[src/rtl/seg_scan_pkg.sv]
// Shared types and constants for the 7-segment scan controller and its decoder.
package seg_scan_pkg;

    typedef enum logic [0:0] {
        ST_GAP  = 1'b0,
        ST_SCAN = 1'b1
    } scan_state_e;

    localparam logic [3:0] BLANK_CODE = 4'hF;

    // Active-low segments, bit order {g,f,e,d,c,b,a}
    localparam logic [6:0] SEG_0   = 7'b100_0000;
    localparam logic [6:0] SEG_1   = 7'b111_1001;
    localparam logic [6:0] SEG_2   = 7'b010_0100;
    localparam logic [6:0] SEG_3   = 7'b011_0000;
    localparam logic [6:0] SEG_4   = 7'b001_1001;
    localparam logic [6:0] SEG_5   = 7'b001_0010;
    localparam logic [6:0] SEG_6   = 7'b000_0010;
    localparam logic [6:0] SEG_7   = 7'b111_1000;
    localparam logic [6:0] SEG_8   = 7'b000_0000;
    localparam logic [6:0] SEG_9   = 7'b001_0000;
    localparam logic [6:0] SEG_OFF = 7'b111_1111;

    // Reference decode matching the external shared decoder; codes above 9 blank.
    function automatic logic [6:0] seg_decode(input logic [3:0] code);
        case (code)
            4'd0:    return SEG_0;
            4'd1:    return SEG_1;
            4'd2:    return SEG_2;
            4'd3:    return SEG_3;
            4'd4:    return SEG_4;
            4'd5:    return SEG_5;
            4'd6:    return SEG_6;
            4'd7:    return SEG_7;
            4'd8:    return SEG_8;
            4'd9:    return SEG_9;
            default: return SEG_OFF;
        endcase
    endfunction

    // Counter width covering the longer of the two phase lengths, never zero.
    function automatic int unsigned cnt_width(input int unsigned a, input int unsigned b);
        int unsigned m;
        m = (a > b) ? a : b;
        return (m > 1) ? $clog2(m) : 1;
    endfunction

endpackage

[src/rtl/seg_lzb.sv]
// Combinational leading-zero blanker: zero digits above the most significant
// non-zero digit become BLANK_CODE; digit 0 is never blanked.
module seg_lzb
    import seg_scan_pkg::*;
#(
    parameter int unsigned DIGITS = 4
) (
    input  logic [4*DIGITS-1:0] active_i,
    output logic [4*DIGITS-1:0] blanked_o
);

    logic all_zero_above;

    always_comb begin
        blanked_o      = active_i;
        all_zero_above = 1'b1;
        for (int i = int'(DIGITS) - 1; i >= 1; i--) begin
            if (active_i[4*i +: 4] != 4'h0) begin
                all_zero_above = 1'b0;
            end
            if (all_zero_above) begin
                blanked_o[4*i +: 4] = BLANK_CODE;
            end
        end
    end

endmodule

[src/rtl/seg_scan_ctrl.sv]
// Time-multiplexed 7-segment scan controller with frame-aligned value commit.
// Optional build macro: LEADING_ZERO_BLANK_EN (blank leading zero digits).
module seg_scan_ctrl
    import seg_scan_pkg::*;
#(
    parameter int unsigned DIGITS   = 4,
    parameter int unsigned SCAN_DIV = 50000,
    parameter int unsigned DEAD_CYC = 64
) (
    input  logic                  clk,
    input  logic                  rst_n,
    input  logic                  wr_en_i,
    input  logic [4*DIGITS-1:0]   wr_data_i,
    output logic                  wr_ready_o,
    output logic [3:0]            bcd_out_o,
    output logic [DIGITS-1:0]     dig_sel_n_o,
    output logic                  frame_done_o
);

    localparam int unsigned DATA_W = 4 * DIGITS;
    localparam int unsigned CNT_W  = cnt_width(SCAN_DIV, DEAD_CYC);
    localparam int unsigned IDX_W  = (DIGITS > 1) ? $clog2(DIGITS) : 1;

    localparam logic [CNT_W-1:0] SCAN_LAST = CNT_W'(SCAN_DIV - 1);
    localparam logic [CNT_W-1:0] DEAD_LAST = CNT_W'(DEAD_CYC - 1);
    localparam logic [IDX_W-1:0] IDX_LAST  = IDX_W'(DIGITS - 1);

    scan_state_e                 state_q, state_d;
    logic [CNT_W-1:0]            cnt_q, cnt_d;
    logic [IDX_W-1:0]            idx_q, idx_d;
    logic [DATA_W-1:0]           active_q, active_d;
    logic [DATA_W-1:0]           shadow_q, shadow_d;
    logic                        ready_q, ready_d;
    logic                        frame_done_q, frame_done_d;
    logic [DIGITS-1:0]           dig_sel_q, dig_sel_d;
    logic [3:0]                  bcd_q, bcd_d;
    logic [DIGITS-1:0][3:0]      disp_word;

    // State register; outputs are registered from next-state so they track state with no lag
    always_ff @(posedge clk or negedge rst_n) begin
        if (!rst_n) begin
            state_q      <= ST_GAP;
            cnt_q        <= '0;
            idx_q        <= '0;
            active_q     <= '0;
            shadow_q     <= '0;
            ready_q      <= 1'b1;
            frame_done_q <= 1'b0;
            dig_sel_q    <= '1;
            bcd_q        <= BLANK_CODE;
        end else begin
            state_q      <= state_d;
            cnt_q        <= cnt_d;
            idx_q        <= idx_d;
            active_q     <= active_d;
            shadow_q     <= shadow_d;
            ready_q      <= ready_d;
            frame_done_q <= frame_done_d;
            dig_sel_q    <= dig_sel_d;
            bcd_q        <= bcd_d;
        end
    end

    // Next-state: phase sequencing, digit stepping, write capture and frame commit
    always_comb begin
        state_d      = state_q;
        cnt_d        = cnt_q + 1'b1;
        idx_d        = idx_q;
        active_d     = active_q;
        shadow_d     = shadow_q;
        ready_d      = ready_q;
        frame_done_d = 1'b0;

        case (state_q)
            ST_GAP: begin
                if (cnt_q == DEAD_LAST) begin
                    state_d = ST_SCAN;
                    cnt_d   = '0;
                end
            end
            ST_SCAN: begin
                if (cnt_q == SCAN_LAST) begin
                    state_d = ST_GAP;
                    cnt_d   = '0;
                    if (idx_q == IDX_LAST) begin
                        idx_d        = '0;
                        frame_done_d = 1'b1;
                        // Only a write pending before this cycle is committed
                        if (!ready_q) begin
                            active_d = shadow_q;
                            ready_d  = 1'b1;
                        end
                    end else begin
                        idx_d = idx_q + 1'b1;
                    end
                end
            end
            default: begin
                state_d = ST_GAP;
                cnt_d   = '0;
            end
        endcase

        if (wr_en_i && ready_q) begin
            shadow_d = wr_data_i;
            ready_d  = 1'b0;
        end
    end

`ifdef LEADING_ZERO_BLANK_EN
    seg_lzb #(
        .DIGITS (DIGITS)
    ) u_lzb (
        .active_i  (active_d),
        .blanked_o (disp_word)
    );
`else
    assign disp_word = active_d;
`endif

    // Output decode of the upcoming state
    always_comb begin
        dig_sel_d = '1;
        bcd_d     = BLANK_CODE;
        if (state_d == ST_SCAN) begin
            dig_sel_d = ~(DIGITS'(1) << idx_d);
            bcd_d     = disp_word[idx_d];
        end
    end

    assign wr_ready_o   = ready_q;
    assign frame_done_o = frame_done_q;
    assign dig_sel_n_o  = dig_sel_q;
    assign bcd_out_o    = bcd_q;

endmodule

[config.mk]
export PLATFORM = sky130hd
export DESIGN_NAME = seg_scan_ctrl
export DESIGN_NICKNAME = d
export VERILOG_FILES = /design/src/rtl/seg_scan_pkg.sv /design/src/rtl/seg_lzb.sv /design/src/rtl/seg_scan_ctrl.sv
export SDC_FILE = /design/constraint.sdc
export NUM_CORES = 1
export LEC_CHECK = 0
export CAP_MARGIN = 5
export CORE_AREA = 2 2 93 95
export CTS_BUF_LIST = sky130_fd_sc_hd__clkbuf_16
export DETAILED_ROUTE_END_ITERATION = 7
export DIE_AREA = 0 0 95 97
export PLACE_DENSITY = 0.57
export SKIP_LAST_GASP = 1
export SLEW_MARGIN = 20
export SYNTH_ARGS = -nofsm -noshare
export SYNTH_HDL_FRONTEND = slang
export SYNTH_SLANG_ARGS = --single-unit
[constraint.sdc]
create_clock -name clk -period 2.92 [get_ports clk]
set_input_delay 0.584 -clock clk [delete_from_list [all_inputs] [get_ports clk]]
set_output_delay 0.584 -clock clk [all_outputs]
set_load 0.01 [all_outputs]
### Word-level counts from Yosys, hierarchy flattened

Cells that the tools add are included.

| cells by class | value |
|---|---|
| add/subtract/negate cells | 2 |
| $mul | 0 |
| div/mod/pow operators | 0 |
| magnitude comparators | 1 |
| eq/ne operators | 3 |
| shift operators | 1 |
| muxes and demuxes | 24 |
| bitwise operators | 2 |
| reductions and logical operators | 5 |

Operators with widths:

| cell | number |
|---|---|
| 2-to-1 mux 16 bit | 6 |
| one-hot mux 16 bit (2 select lines) | 1 |
| adder 16 x 1 -> 16 bit (second input constant) | 1 |
| == test 16 bit (second input constant) | 1 |
| == test 16 x 6 -> 1 bit (second input constant) | 1 |
| 2-to-1 mux 4 bit | 3 |
| 2-to-1 mux 1 bit | 9 |
| binary-select mux 4 bit (select 2 bit) | 1 |
| 2-to-1 mux 2 bit | 3 |
| nonzero test 2 bit | 3 |
| NOT 4 bit | 1 |
| left shift 1 x 2 -> 4 bit (first input constant) | 1 |
| less-than comparator 2 x 3 -> 1 bit (second input constant) | 1 |
| AND reduction 3 bit | 1 |
| adder 2 x 1 -> 2 bit (second input constant) | 1 |
| == test 2 bit (second input constant) | 1 |
| one-hot mux 1 bit (2 select lines) | 1 |
| logical AND 1 bit | 1 |
| NOT 1 bit | 1 |

| storage, ports and cells | value |
|---|---|
| register bits after elaboration | 61 |
| latch bits | 0 |
| bits in writable memories | 0 |
| ROM bits | 0 |
| input port bits | 19 |
| output and inout bits | 10 |
| logic and storage cells | 47 |
| memories | 0 |

### Depth between registers and ports, before layout

| depth | value |
|---|---|
| depth after elaboration | 7 |
| mapped depth | 7 |
| depth with buffers taken out | 6 |

### Worst setup path after synthesis

No wires, ideal clock.

| path | value |
|---|---|
| path kind | flip-flop to flip-flop |
| start point | reg cnt_q[11] |
| end point | reg bcd_q[0], in the netlist bcd_out_o[0] |
| setup time | 0.096 ns |
| data arrival time | 2.119 ns |
| path slack | 0.705 ns |
| cell stages (with the launch flop) | 7 |
| cells stage by stage | dfrtp_1 or4_4 or4_4 buf_6 mux2_4 a21bo_4 nand4_2 |

| between the ends | value |
|---|---|
| longest elaborated chain between the ends | 6 |

Ends and longest elaborated chain:

| what | line | text |
|---|---|---|
| start, declared | seg_scan_ctrl.sv:29 | `logic [CNT_W-1:0] cnt_q, cnt_d;` |
| start signal, assigned | seg_scan_ctrl.sv:53 | `cnt_q <= cnt_d;` |
| == test 16 bit | seg_scan_ctrl.sv:82 | `if (cnt_q == SCAN_LAST) begin` |
| 2-to-1 mux 16 bit / 2-to-1 mux 2 bit (equally long branches) | seg_scan_ctrl.sv:82 |  |
| 2-to-1 mux 16 bit / 2-to-1 mux 2 bit (equally long branches) | seg_scan_ctrl.sv:74 | `case (state_q)` |
| binary-select mux 4 bit (select 2 bit) | seg_scan_ctrl.sv:127 | `bcd_d = disp_word[idx_d];` |
| 2-to-1 mux 4 bit (implied by the code) | seg_scan_ctrl.sv:127 |  |
| 2-to-1 mux 4 bit (*) | seg_scan_ctrl.sv:125 | `if (state_d == ST_SCAN) begin` |
| via bcd_d[0] | seg_scan_ctrl.sv:36 | `logic [3:0] bcd_q, bcd_d;` |
| end signal, assigned | seg_scan_ctrl.sv:50 | `bcd_q <= BLANK_CODE;` |
| end signal, assigned | seg_scan_ctrl.sv:60 | `bcd_q <= bcd_d;` |
| end, declared | seg_scan_ctrl.sv:36 |  |

The timed path passes the listed nets; every way through them passes the cells marked *. The select of a mux whose other input is x is not followed.
A chain may end at the register's enable or synchronous reset.

### Final worst setup path

| path | value |
|---|---|
| start point | reg cnt_q[7] |
| end point | reg bcd_q[3], in the netlist bcd_out_o[3] |

Same word-level chain as after synthesis.

==> results.toml <==
[floorplan]
die_w_um = 95
floorplan.initialDensity_pct = 32.8
coreArea_sq_um = 8130
io-pin-count = 29
die_h_um = 97
die-area_sq_um = 9220
rows = 33

[grt]
grt_pass1_vias = 1802
grt_pass1_wl_um = 8820
grt_start_max_net_pins = 34
antenna_found_initial = 0
overflow = 0
grt_usage_pct = 12.4

[synthesis]
netlist.area_leader.share_pct = 48.8
synthCells = 216
yosysWarnings = 0
synth_area_sq_um = 2670
synth_top_area_cell = "dfrtp_1"
synth_seq_cells = 61
synth_cell_type_count = 42
syn_nets = 237
synthMostInstantiatedCell = "dfrtp_1"
avgSynthCellArea_sq_um = 12.3
async_flop_share_pct = 100
synth_seq_area_share_pct = 57.6
synth_common_cells = "dfrtp_1, mux2_2, nor2_1, nand3_1, nand2_1"
synthFlopType = "dfrtp_1"
synth_edf_count = 0
ys_top_cells_by_area = "dfrtp_1, mux2_2, dfstp_2"

[clock_network]
ctsHoldBuffers = 0
path_clk_slew_ns = 0.05
clk_latency_ns = 0.32
cts.path.max_buffers = 2
cts_sinks = 61
htree_levels = 3
cts_setup_buffers = 0
numCtsBuffers = 9
cts_resized = 0
clock-root-buffer = "clkbuf_16"
cts_tree = "done"

[drt]
dr.pass1.iters = 4
routed_via_density = 4.81
vias = 1736
drt-total-wl_um = 5130
antenna_left = 0
drt_iter0_drc = 67
wl_per_cell_um = 14.2
remaining_drc_errors = 0

[setup_path]
cp_cell_sequence = "or4_4 -> nor4_4 -> nand2_4 -> mux2i_1 -> o221ai_1"
worstSetupPathType = "reg2reg"
crit_family = "simple AND/OR/NAND/NOR gates"
crit_arrival_ns = 2.57
crit_buf_inv = 0
crit_fanout = 14
critPathMaxStageDelay_ns = 0.57
cp-start-kind = "flop"
slowest_stage = "or4_4"
cp.required_ns = 3.15
cp-end-kind = "flop"

[timing]
maxSlewViolCount = 0
fmax_mhz = 428
hold_slack_ns = 0.145
relSlewSlack_pct = 52.0
tns_ns = 0
worst_pin_slew_ns = 0.716
period_share_pct = 80.0
fin_skew_ns = 0.00696
hold_viol = 0
rsz0062_at_grt = "no"
setup_viol_count_final = 0
fin_crit_ns = 2.34

[placement]
placed_cells = 345
gp_congestion = 0.863
numPortBuffers = 28
place.detailed.hpwl_um = 3580

[cells_and_area]
drive_above_1_share_pct = 23.8
stdcell_count = 361
nets = 272
diodes = 0
syn2layout_area_growth_pct = 25.8

[flow_run]
maxCapViolCount = 0

[outcome]
outcome = "complete, no violations"

[power_and_ir_drop]
power.density_nw_per_um2 = 583
ir_worst_vdd_mv = 0.299
p_leak_nw = 1.59

[worst_hold_path]
hp-class = "in2async"
[cells in the final DEF, fill, tap and decap left out, types with 4 or more instances in the layout]
| cell | netlist | routed |
|---|---|---|
| nand4_1 | 4 | 4 |
| inv_1 | 9 | 10 |
| dfrtp_1 | 52 | 52 |
| nand3_1 | 15 | 15 |
| xnor2_1 | 6 | 6 |
| dfstp_2 | 9 | 9 |
| xor2_1 | 8 | 8 |
| and3_1 | 4 | 4 |
| mux2i_1 | 6 | 6 |
| nor2_1 | 18 | 18 |
| mux2_2 | 26 | 26 |
| nand2_1 | 13 | 13 |
| clkbuf_16 | 0 | 9 |
| clkdlybuf4s50_1 | 0 | 27 |
| o21ai_0 | 5 | 5 |
[worst reg2reg max path, cell delays in order (launching register included)]
cell      delay [ns]
dfrtp_1         0.43
or4_4           0.57
nor4_4          0.54
nand2_4         0.27
mux2i_1         0.27
o221ai_1        0.16
[through the flow]
stage	instance area (sq um)	power [mW]	worst slack [ns]	utilization, %
finish	3350	1.96	0.584	41.2
global route	3350	2.02	0.474	41.2
CTS	3350	1.98	0.567	41.2
detailed placement	3070	0.972	0.575	37.8
global placement	3070	0.971	0.694	37.8
floorplan	2670	0.918	0.705	-
[report_power, final]
group	total [mW]	internal, mW	switching (mW)
Sequential	0.888	0.873	0.0153
Clock	0.999	0.645	0.354
Combinational	0.0674	0.0424	0.0251
[per-layer routing]
metal	global-route usage, %	wire length (um)	vias to the layer above
met5	0	0	-
met4	8.03	166	0
met3	2.41	157	12
met2	16.7	2230	37
met1	18.1	2580	852
li1	-	-	835
[cell type report]
class,count,area (sq um)
Multi-Input combinational cell,139,1060
Timing Repair Buffer,31,310
Inverter,9,33.8
Sequential cell,61,1540
Tap cell,105,131
Fill cell,783,4780
Clock buffer,9,225
Clock inverter,7,57.6
[worst paths after layout]
| check | cells past startpoint | slack (ns) | startpoint | end |
|---|---|---|---|---|
| setup / recovery | 5 | 0.58 | cnt_q[7]$_DFF_PN0_ | bcd_out_o[3]$_DFF_PN1_ |
| hold / removal | 1 | 0.15 | rst_n | cnt_q[0]$_DFF_PN0_ |
| setup reg to reg | 5 | 0.58 | cnt_q[7]$_DFF_PN0_ | bcd_out_o[3]$_DFF_PN1_ |
| hold reg to reg | 1 | 0.46 | cnt_q[0]$_DFF_PN0_ | cnt_q[0]$_DFF_PN0_ |
| max in group asynchronous | 2 | 2.17 | rst_n | dig_sel_n_o[3]$_DFF_PN1_ |
| min in group clk | 1 | 0.46 | cnt_q[0]$_DFF_PN0_ | cnt_q[0]$_DFF_PN0_ |
[state kept, by name, indices dropped and copies added (netlist names), 2 cells and up]
| register | count |
|---|---|
| active_q | 16 |
| bcd_out_o | 4 |
| cnt_q | 16 |
| dig_sel_n_o | 4 |
| idx_q | 2 |
| shadow_q | 16 |
[cell families (layout without fill, tap and decap cells)]
kind of cell	after synthesis	count (layout)	share of synthesized area, %
adder cells (fa/ha/maj)	2	2	0.938
AO/OA/AOI/OAI	18	18	4.97
XOR/XNOR	14	14	4.60
buffers and inverters	16	56	2.67
multiplexers	33	33	13.8
AND/OR/NAND/NOR	72	72	15.4
flip-flops	61	61	57.6
Note: power is estimated with default switching activity, not from simulation.
